### config.mk
export PLATFORM = sky130hd
export DESIGN_NAME = arb_mux_stage
export DESIGN_NICKNAME = d
export VERILOG_FILES = /design/src/rtl/arb_mux_pkg.sv /design/src/rtl/basemux.sv /design/src/rtl/arb_mux_stage.sv
export SDC_FILE = /design/constraint.sdc
export NUM_CORES = 1
export LEC_CHECK = 0
export CAP_MARGIN = 10
export CORE_ASPECT_RATIO = 0.6
export CORE_MARGIN = 2
export CORE_UTILIZATION = 41
export CTS_BUF_LIST = sky130_fd_sc_hd__clkbuf_4 sky130_fd_sc_hd__clkbuf_8
export DETAILED_ROUTE_END_ITERATION = 16
export GPL_ROUTABILITY_DRIVEN = 0
export HOLD_SLACK_MARGIN = 0.02
export MAX_ROUTING_LAYER = met4
export PLACE_DENSITY = 0.95
export SYNTH_ARGS = -nofsm -noshare
export SYNTH_HDL_FRONTEND = slang
export SYNTH_SLANG_ARGS = --single-unit
### constraint.sdc
create_clock -name clk -period 3.4 [get_ports clk]
set_clock_uncertainty 0.05 [all_clocks]
set_input_delay 0.34 -clock clk [delete_from_list [all_inputs] [get_ports clk]]
set_output_delay 0.34 -clock clk [all_outputs]
set_load 0.02 [all_outputs]
### src/rtl/arb_mux_pkg.sv
// ============================================================================
// Module      : arb_mux_pkg
// Description : Shared constants for the arbitrated mux stage.
//               - SEL_A / SEL_B : basemux select encoding (1 = A, 0 = B).
//               - Default data and grant-counter widths.
// Revision    : 1.0 - initial release
// ============================================================================
`default_nettype none

package arb_mux_pkg;

    localparam logic SEL_A = 1'b1;
    localparam logic SEL_B = 1'b0;

    localparam int DEFAULT_WIDTH = 32;
    localparam int DEFAULT_CNT_W = 16;

endpackage : arb_mux_pkg

`default_nettype wire

### src/rtl/basemux.sv
// ============================================================================
// Module      : basemux
// Description : 2:1 word multiplexer.
//               Ports: a, b (WIDTH) data inputs; sel (1 = a, 0 = b);
//                      y (WIDTH) selected word.
// Revision    : 1.0 - initial release
// ============================================================================
`default_nettype none

module basemux
    import arb_mux_pkg::*;
#(
    parameter int WIDTH = DEFAULT_WIDTH
) (
    input  logic [WIDTH-1:0] a,
    input  logic [WIDTH-1:0] b,
    input  logic             sel,
    output logic [WIDTH-1:0] y
);

    assign y = (sel == SEL_A) ? a : b;

endmodule : basemux

`default_nettype wire

### src/rtl/arb_mux_stage.sv
// ============================================================================
// Module      : arb_mux_stage
// Description : Two-source round-robin arbiter driving basemux, followed by a
//               single-entry registered output stage with valid/ready.
//               Ports:
//                 clk, rst_n              clock, async active-low reset
//                 a_data/a_valid/a_ready  source A stream
//                 b_data/b_valid/b_ready  source B stream
//                 out_data/out_valid/out_ready  consumer stream
//                 sel                     mux select (1 = A, 0 = B)
//               Optional build macro ARB_MUX_STAGE_STATS_EN adds saturating
//               grant counters grant_cnt_a / grant_cnt_b (CNT_W bits each).
// Revision    : 1.0 - initial release
// ============================================================================
`default_nettype none

module arb_mux_stage
    import arb_mux_pkg::*;
#(
    parameter int WIDTH = DEFAULT_WIDTH,
    parameter int CNT_W = DEFAULT_CNT_W
) (
    input  logic             clk,
    input  logic             rst_n,
    input  logic [WIDTH-1:0] a_data,
    input  logic             a_valid,
    output logic             a_ready,
    input  logic [WIDTH-1:0] b_data,
    input  logic             b_valid,
    output logic             b_ready,
    output logic [WIDTH-1:0] out_data,
    output logic             out_valid,
    input  logic             out_ready,
`ifdef ARB_MUX_STAGE_STATS_EN
    output logic [CNT_W-1:0] grant_cnt_a,
    output logic [CNT_W-1:0] grant_cnt_b,
`endif
    output logic             sel
);

    logic             r_out_valid;
    logic [WIDTH-1:0] r_out_data;
    logic             r_last_grant;
    logic             w_load;
    logic             w_sel;
    logic             w_xfer;
    logic [WIDTH-1:0] w_mux_y;

    // The stage can take a word when empty or when its word leaves this cycle.
    assign w_load = !r_out_valid || out_ready;

    // Round-robin: a lone requester wins; on a tie the source not granted
    // last time wins; with no requester the select parks on the last grant.
    always_comb begin
        w_sel = r_last_grant;
        unique case ({a_valid, b_valid})
            2'b10:   w_sel = SEL_A;
            2'b01:   w_sel = SEL_B;
            2'b11:   w_sel = !r_last_grant;
            default: w_sel = r_last_grant;
        endcase
    end

    assign w_xfer  = w_load && (a_valid || b_valid);
    assign a_ready = w_load && (w_sel == SEL_A);
    assign b_ready = w_load && (w_sel == SEL_B);
    assign sel     = w_sel;

    basemux #(
        .WIDTH (WIDTH)
    ) u_basemux (
        .a   (a_data),
        .b   (b_data),
        .sel (w_sel),
        .y   (w_mux_y)
    );

    always_ff @(posedge clk or negedge rst_n) begin
        if (!rst_n) begin
            r_out_valid  <= 1'b0;
            r_out_data   <= '0;
            r_last_grant <= SEL_B;
        end else if (w_xfer) begin
            r_out_valid  <= 1'b1;
            r_out_data   <= w_mux_y;
            r_last_grant <= w_sel;
        end else if (out_ready) begin
            r_out_valid  <= 1'b0;
        end
    end

    assign out_valid = r_out_valid;
    assign out_data  = r_out_data;

`ifdef ARB_MUX_STAGE_STATS_EN
    localparam logic [CNT_W-1:0] c_cnt_one = {{(CNT_W-1){1'b0}}, 1'b1};

    logic [CNT_W-1:0] r_cnt_a;
    logic [CNT_W-1:0] r_cnt_b;

    // Counters stick at all-ones rather than wrapping.
    always_ff @(posedge clk or negedge rst_n) begin
        if (!rst_n) begin
            r_cnt_a <= '0;
            r_cnt_b <= '0;
        end else if (w_xfer) begin
            if (w_sel == SEL_A && r_cnt_a != '1) begin
                r_cnt_a <= r_cnt_a + c_cnt_one;
            end
            if (w_sel == SEL_B && r_cnt_b != '1) begin
                r_cnt_b <= r_cnt_b + c_cnt_one;
            end
        end
    end

    assign grant_cnt_a = r_cnt_a;
    assign grant_cnt_b = r_cnt_b;
`else
    // Keeps CNT_W referenced when the counters are compiled out.
    logic w_unused_cnt_w;
    assign w_unused_cnt_w = ^CNT_W;
`endif

endmodule : arb_mux_stage

`default_nettype wire
# Yosys cells after proc, flatten, opt, wreduce, memory -nomap -nowiden
# Index checks and enable logic that the tools add are counted.
[word_totals]
mem_count = 0
ramBits = 0
out_inout_bits = 36
romBits = 0
in_bits = 69
latch_bits = 0
register_bits = 34
word_cells = 19
[classes]
n_reduce_logical = 8
div = 0
add_sub_neg = 0
n_lt_le_gt_ge = 0
muxes = 4
n_shift = 0
mul = 0
n_eq_ne = 3
bitwise = 1
[op_table]
columns = ["op", "count"]
rows = [
  ["2-to-1 mux 32 bit", 1],
  ["equality test 2 bit (second input constant)", 2],
  ["logical AND 1 bit", 3],
  ["case mux 1 bit (3 select lines)", 1],
  ["equality test 2 x 1 -> 1 bit (second input constant)", 1],
  ["logical NOT 1 bit", 2],
  ["logical OR 1 bit", 2],
  ["2-to-1 mux 1 bit", 2],
  ["nonzero test 2 bit", 1],
  ["NOT 1 bit", 1],
]

# Logic depth before layout (Yosys ltp)
[depth]
word_depth = 4
ltp_mapped = 6
ltp_nobuf = 3

# Cells and area by module
# A second synthesis with hierarchy kept.
[hier_totals]
hier_cells = 116
hier_area_um2 = 2019.4
[by_module_without_submodules]
columns = ["module", "seq_area_each_um2", "n_inst", "area_per_inst_um2", "cells_per_inst"]
rows = [
  ["arb_mux_stage", 850.8, 1, 1475.2, 80],
  ["basemux", 0.0, 1, 544.3, 36],
]

# Least setup slack after synthesis
# OpenSTA, ideal clock, no wires.
[synth_timing]
path_type = "register to output"
from = "register r_out_valid (netlist: out_valid)"
to = "output port b_ready"
n_path_buf = 2
path_stages_with_launch = 5
slack_ns = 1.683
arrival_ns = 1.327
cell_sequence = "dfrtp_1 -> nand2b_1 -> buf_2 -> clkbuf_1 -> nor2b_1"
[synth_between]
elab_chain_len = 3
[synth_lines]
columns = ["item", "line_no", "rtl"]
rows = [
  ["start, declared", "arb_mux_stage.sv:41", "logic r_out_valid;"],
  ["start signal, assigned", "arb_mux_stage.sv:80", "r_out_valid <= 1'b0;"],
  ["start signal, assigned", "arb_mux_stage.sv:84", "r_out_valid <= 1'b1;"],
  ["start signal, assigned", "arb_mux_stage.sv:88", "r_out_valid <= 1'b0;"],
  ["logical NOT 1 bit", "arb_mux_stage.sv:50", "assign w_load = !r_out_valid || out_ready;"],
  ["logical OR 1 bit", "arb_mux_stage.sv:50", ""],
  ["logical AND 1 bit", "arb_mux_stage.sv:66", "assign b_ready = w_load && (w_sel == SEL_B);"],
  ["end, declared", "arb_mux_stage.sv:30", "output logic b_ready,"],
]
# Every way passes these cells.

# Worst setup path in the final report
[layout_timing]
from = "input port a_valid"
to = "output port a_ready"
[layout_between]
elab_chain_len = 3
[layout_lines]
columns = ["item", "line_no", "rtl"]
rows = [
  ["start, declared", "arb_mux_stage.sv:26", "input logic a_valid,"],
  ["equality test 2 bit / equality test 2 x 1 -> 1 bit (equally long branches)", "arb_mux_stage.sv:56", "unique case ({a_valid, b_valid})"],
  ["case mux 1 bit (3 select lines) *", "arb_mux_stage.sv:56", ""],
  ["logical AND 1 bit *", "arb_mux_stage.sv:65", "assign a_ready = w_load && (w_sel == SEL_A);"],
  ["end, declared", "arb_mux_stage.sv:27", "output logic a_ready,"],
]
# Mark *: on every way between the ends. The rest lies on a longest branch, timed or not.

==> results_dict.tcl <==
set metrics [dict create \
    vdd_ir_drop_max_mv 0.486 \
    gr-usage-met3 0.0769 \
    powerDensity_nw_per_um2 617 \
    cp_max_fo 33 \
    pin_count 105 \
    hold_buffers 0 \
    fin_area_um2 2860 \
    p_int_uw 1090 \
    cts_tree "yes" \
    syn_area_um2 1750 \
    period_share 0.780 \
    post_drt_wl_per_cell_um 16.6 \
    grt_max_degree 35 \
    post-synth-top-count-cell "dfrtp_1" \
    fp.dieH_um 54.6 \
    clk_pin_slew_worst_paths_ns 0.07 \
    critPathBufInv 2 \
    cp_top_family "buffers and inverters" \
    multi_input_area_um2 762 \
    ys_warn_count 0 \
    vias 1955 \
    placed_area_um2 2770 \
    p_switching_uw 677 \
    synth_nets 268 \
    cts.htree.levels 2 \
    cap_violations 0 \
    period_minus_slack_ns 2.65 \
    avgSynthCellArea_um2 8.78 \
    rr_worst_depth 4 \
    clk_latency_ns 0.28 \
    diodes 0 \
    critPathCaptureType "primary output" \
    drtIter0Drc 154 \
    place_ws_ns 0.763 \
    port_buffers 104 \
    ys_ff_latch 34 \
    overflow 0 \
    hold_viol 0 \
    synth_edf_count 0 \
    synth_ff_type "dfrtp_1" \
    whs_ns 0.0684 \
    register_area_um2 851 \
    drt_first_pass_iters 4 \
    synth_area_leader_cell "dfrtp_1" \
    core_area_um2 4100 \
    dieWidth_um 88.3 \
    cp_num_cells 4 \
    clock_sinks 34 \
    clk_path_buf_depth 2 \
    rr_startpoint "out_valid" \
    cts_buffers 5 \
    cp.required_ns 3.01 \
    grt_use_met1 0.307 \
    tightest_slew_ns 0.745 \
    initial_core_util 0.426 \
    max-slew-margin-rel 0.504 \
    p_comb_frac 0.489 \
    yosysSeqAreaShare 0.487 \
    crit_chain "clkdlybuf4s50_1 > or2_2 > and3_1 > clkdlybuf4s50_1" \
    path_common_cell "clkdlybuf4s50_1" \
    gr-usage-all-layers 0.250 \
    busiest_layer "met2" \
    cp.arrival_ns 2.26 \
    ys_top_cells_by_count "dfrtp_1, a21oi_1, a31oi_1, nand3_1, o21ai_0" \
    hold_class "input port to asynchronous set/reset pin" \
    p_leak_uw 0.00110 \
    crit_slowest_cell "clkdlybuf4s50_1" \
    start_kind "input port" \
    synth_area_leaders "dfrtp_1, a31oi_1, a21oi_1, nand3_1, o21ai_0" \
    dieArea_um2 4820 \
    first_global_vias 1784 \
    grt_pass1_wl_um 8660 \
    layout.nets 360 \
    worstSetupPathType "input port to primary output" \
    drive_gt1_frac 0.0651 \
    slowest_delay_ns 0.60 \
    post_cts_resized 0 \
    drv_slew 0 \
    tns_ns 0 \
    via_per_inst 5.55 \
    ant_nets 0 \
    fmax_ghz 0.377 \
    place_hpwl_um 3960 \
    r2r_end "r_last_grant" \
    drc_errors 0 \
    setup_violations 0 \
    syn_inst 199 \
    status "complete, no violations" \
    synthArstFlopShare 1.00 \
    synth_top_area_frac 0.487 \
    cts-root-buf "clkbuf_8" \
    postCtsSetupBuffers 0 \
    grt_util_met2 0.420 \
    grt_setup_unrepaired "false" \
    fillers 354 \
    ys_types 20 \
    seqPwrFrac 0.334 \
    setup_ws_ns 0.750 \
    r2r_slack_ns 1.59 \
    routed_wl_um 5830 \
    fin_total_pwr_uw 1770 \
    p_sw_frac 0.383 \
    antenna_found_initial 0 \
    fp-row-count 18 \
    syn_to_final_growth_pct 64.0 \
    pwr-share-clk 0.178 \
]
-- cell usage in the layout, fill, tap and decap left out --
cell,synthesis,final
o21ai_0,32,32
buf_2,1,1
nor2_1,2,1
clkdlybuf4s50_1,0,103
nand2_1,1,1
clkbuf_8,0,6
and2_4,1,1
nor2b_1,1,1
nand2b_1,2,2
mux2_4,1,1
clkinv_2,0,1
nor2_2,0,1
a31oi_1,32,32
and2_1,1,1
or2_2,1,1
dfrtp_1,34,34
and3_1,1,1
clkbuf_4,0,1
buf_4,1,6
a21oi_1,32,32
or2_1,1,1
nand3_1,32,32
-- how the worst max path moves through the flow --
stage | start | to | slack [ns]
after floorplan | out_valid | b_ready | 1.68
after global placement | a_valid | a_ready | 0.81
after detailed placement | a_valid | a_ready | 0.76
after CTS | a_valid | a_ready | 0.76
after global routing | a_valid | a_ready | 0.66
final | a_valid | a_ready | 0.75
-- worst register-to-register path, delay by kind of cell, from the launching register on --
| family | cells | cell delay [ns] |
|---|---|---|
| buffers and inverters | 1 | 0.26 |
| flip-flops | 1 | 0.38 |
| multiplexers | 1 | 0.34 |
| AND/OR/NAND/NOR | 2 | 0.67 |
-- cells by family after synthesis --
kind of cell / Yosys count / share of synthesized area
AO/OA/AOI/OAI: 96 / 0.298
buffers and inverters: 25 / 0.0781
flip-flops: 34 / 0.487
multiplexers: 1 / 0.00859
AND/OR/NAND/NOR: 43 / 0.128
-- power groups by stage --
stage | registers [uW] | logic [uW] | clock network [uW]
global placement | 590 | 842 | 0
floorplan | 724 | 327 | 0
global route | 604 | 931 | 336
finish | 590 | 864 | 314
detailed placement | 596 | 861 | 0
CTS | 590 | 863 | 318
-- sequential cells by signal (all words and copies together) (netlist names) --
name	cells
out_data	32
r_last_grant	1
out_valid	1
-- per-stage QoR --
step                      utilization  instances
final                           0.699        352
after detailed placement        0.676        344
after global placement          0.676        344
after floorplan                     -        199
after global routing            0.699        352
after CTS                       0.699        352
-- area by class of cell --
cell class                      instances  area share
Clock buffer                            7      0.0315
Tap cell                               60      0.0262
Multi-Input combinational cell        140       0.266
Clock inverter                          1     0.00175
Sequential cell                        34       0.297
Timing Repair Buffer                  110       0.377
-- layer usage --
layer	share of wire	wire length [um]
met1	0.42	2430
met5	0	0
met4	0.0029	17
met2	0.46	2670
met3	0.12	709
Power figures use the tool's default switching activity.
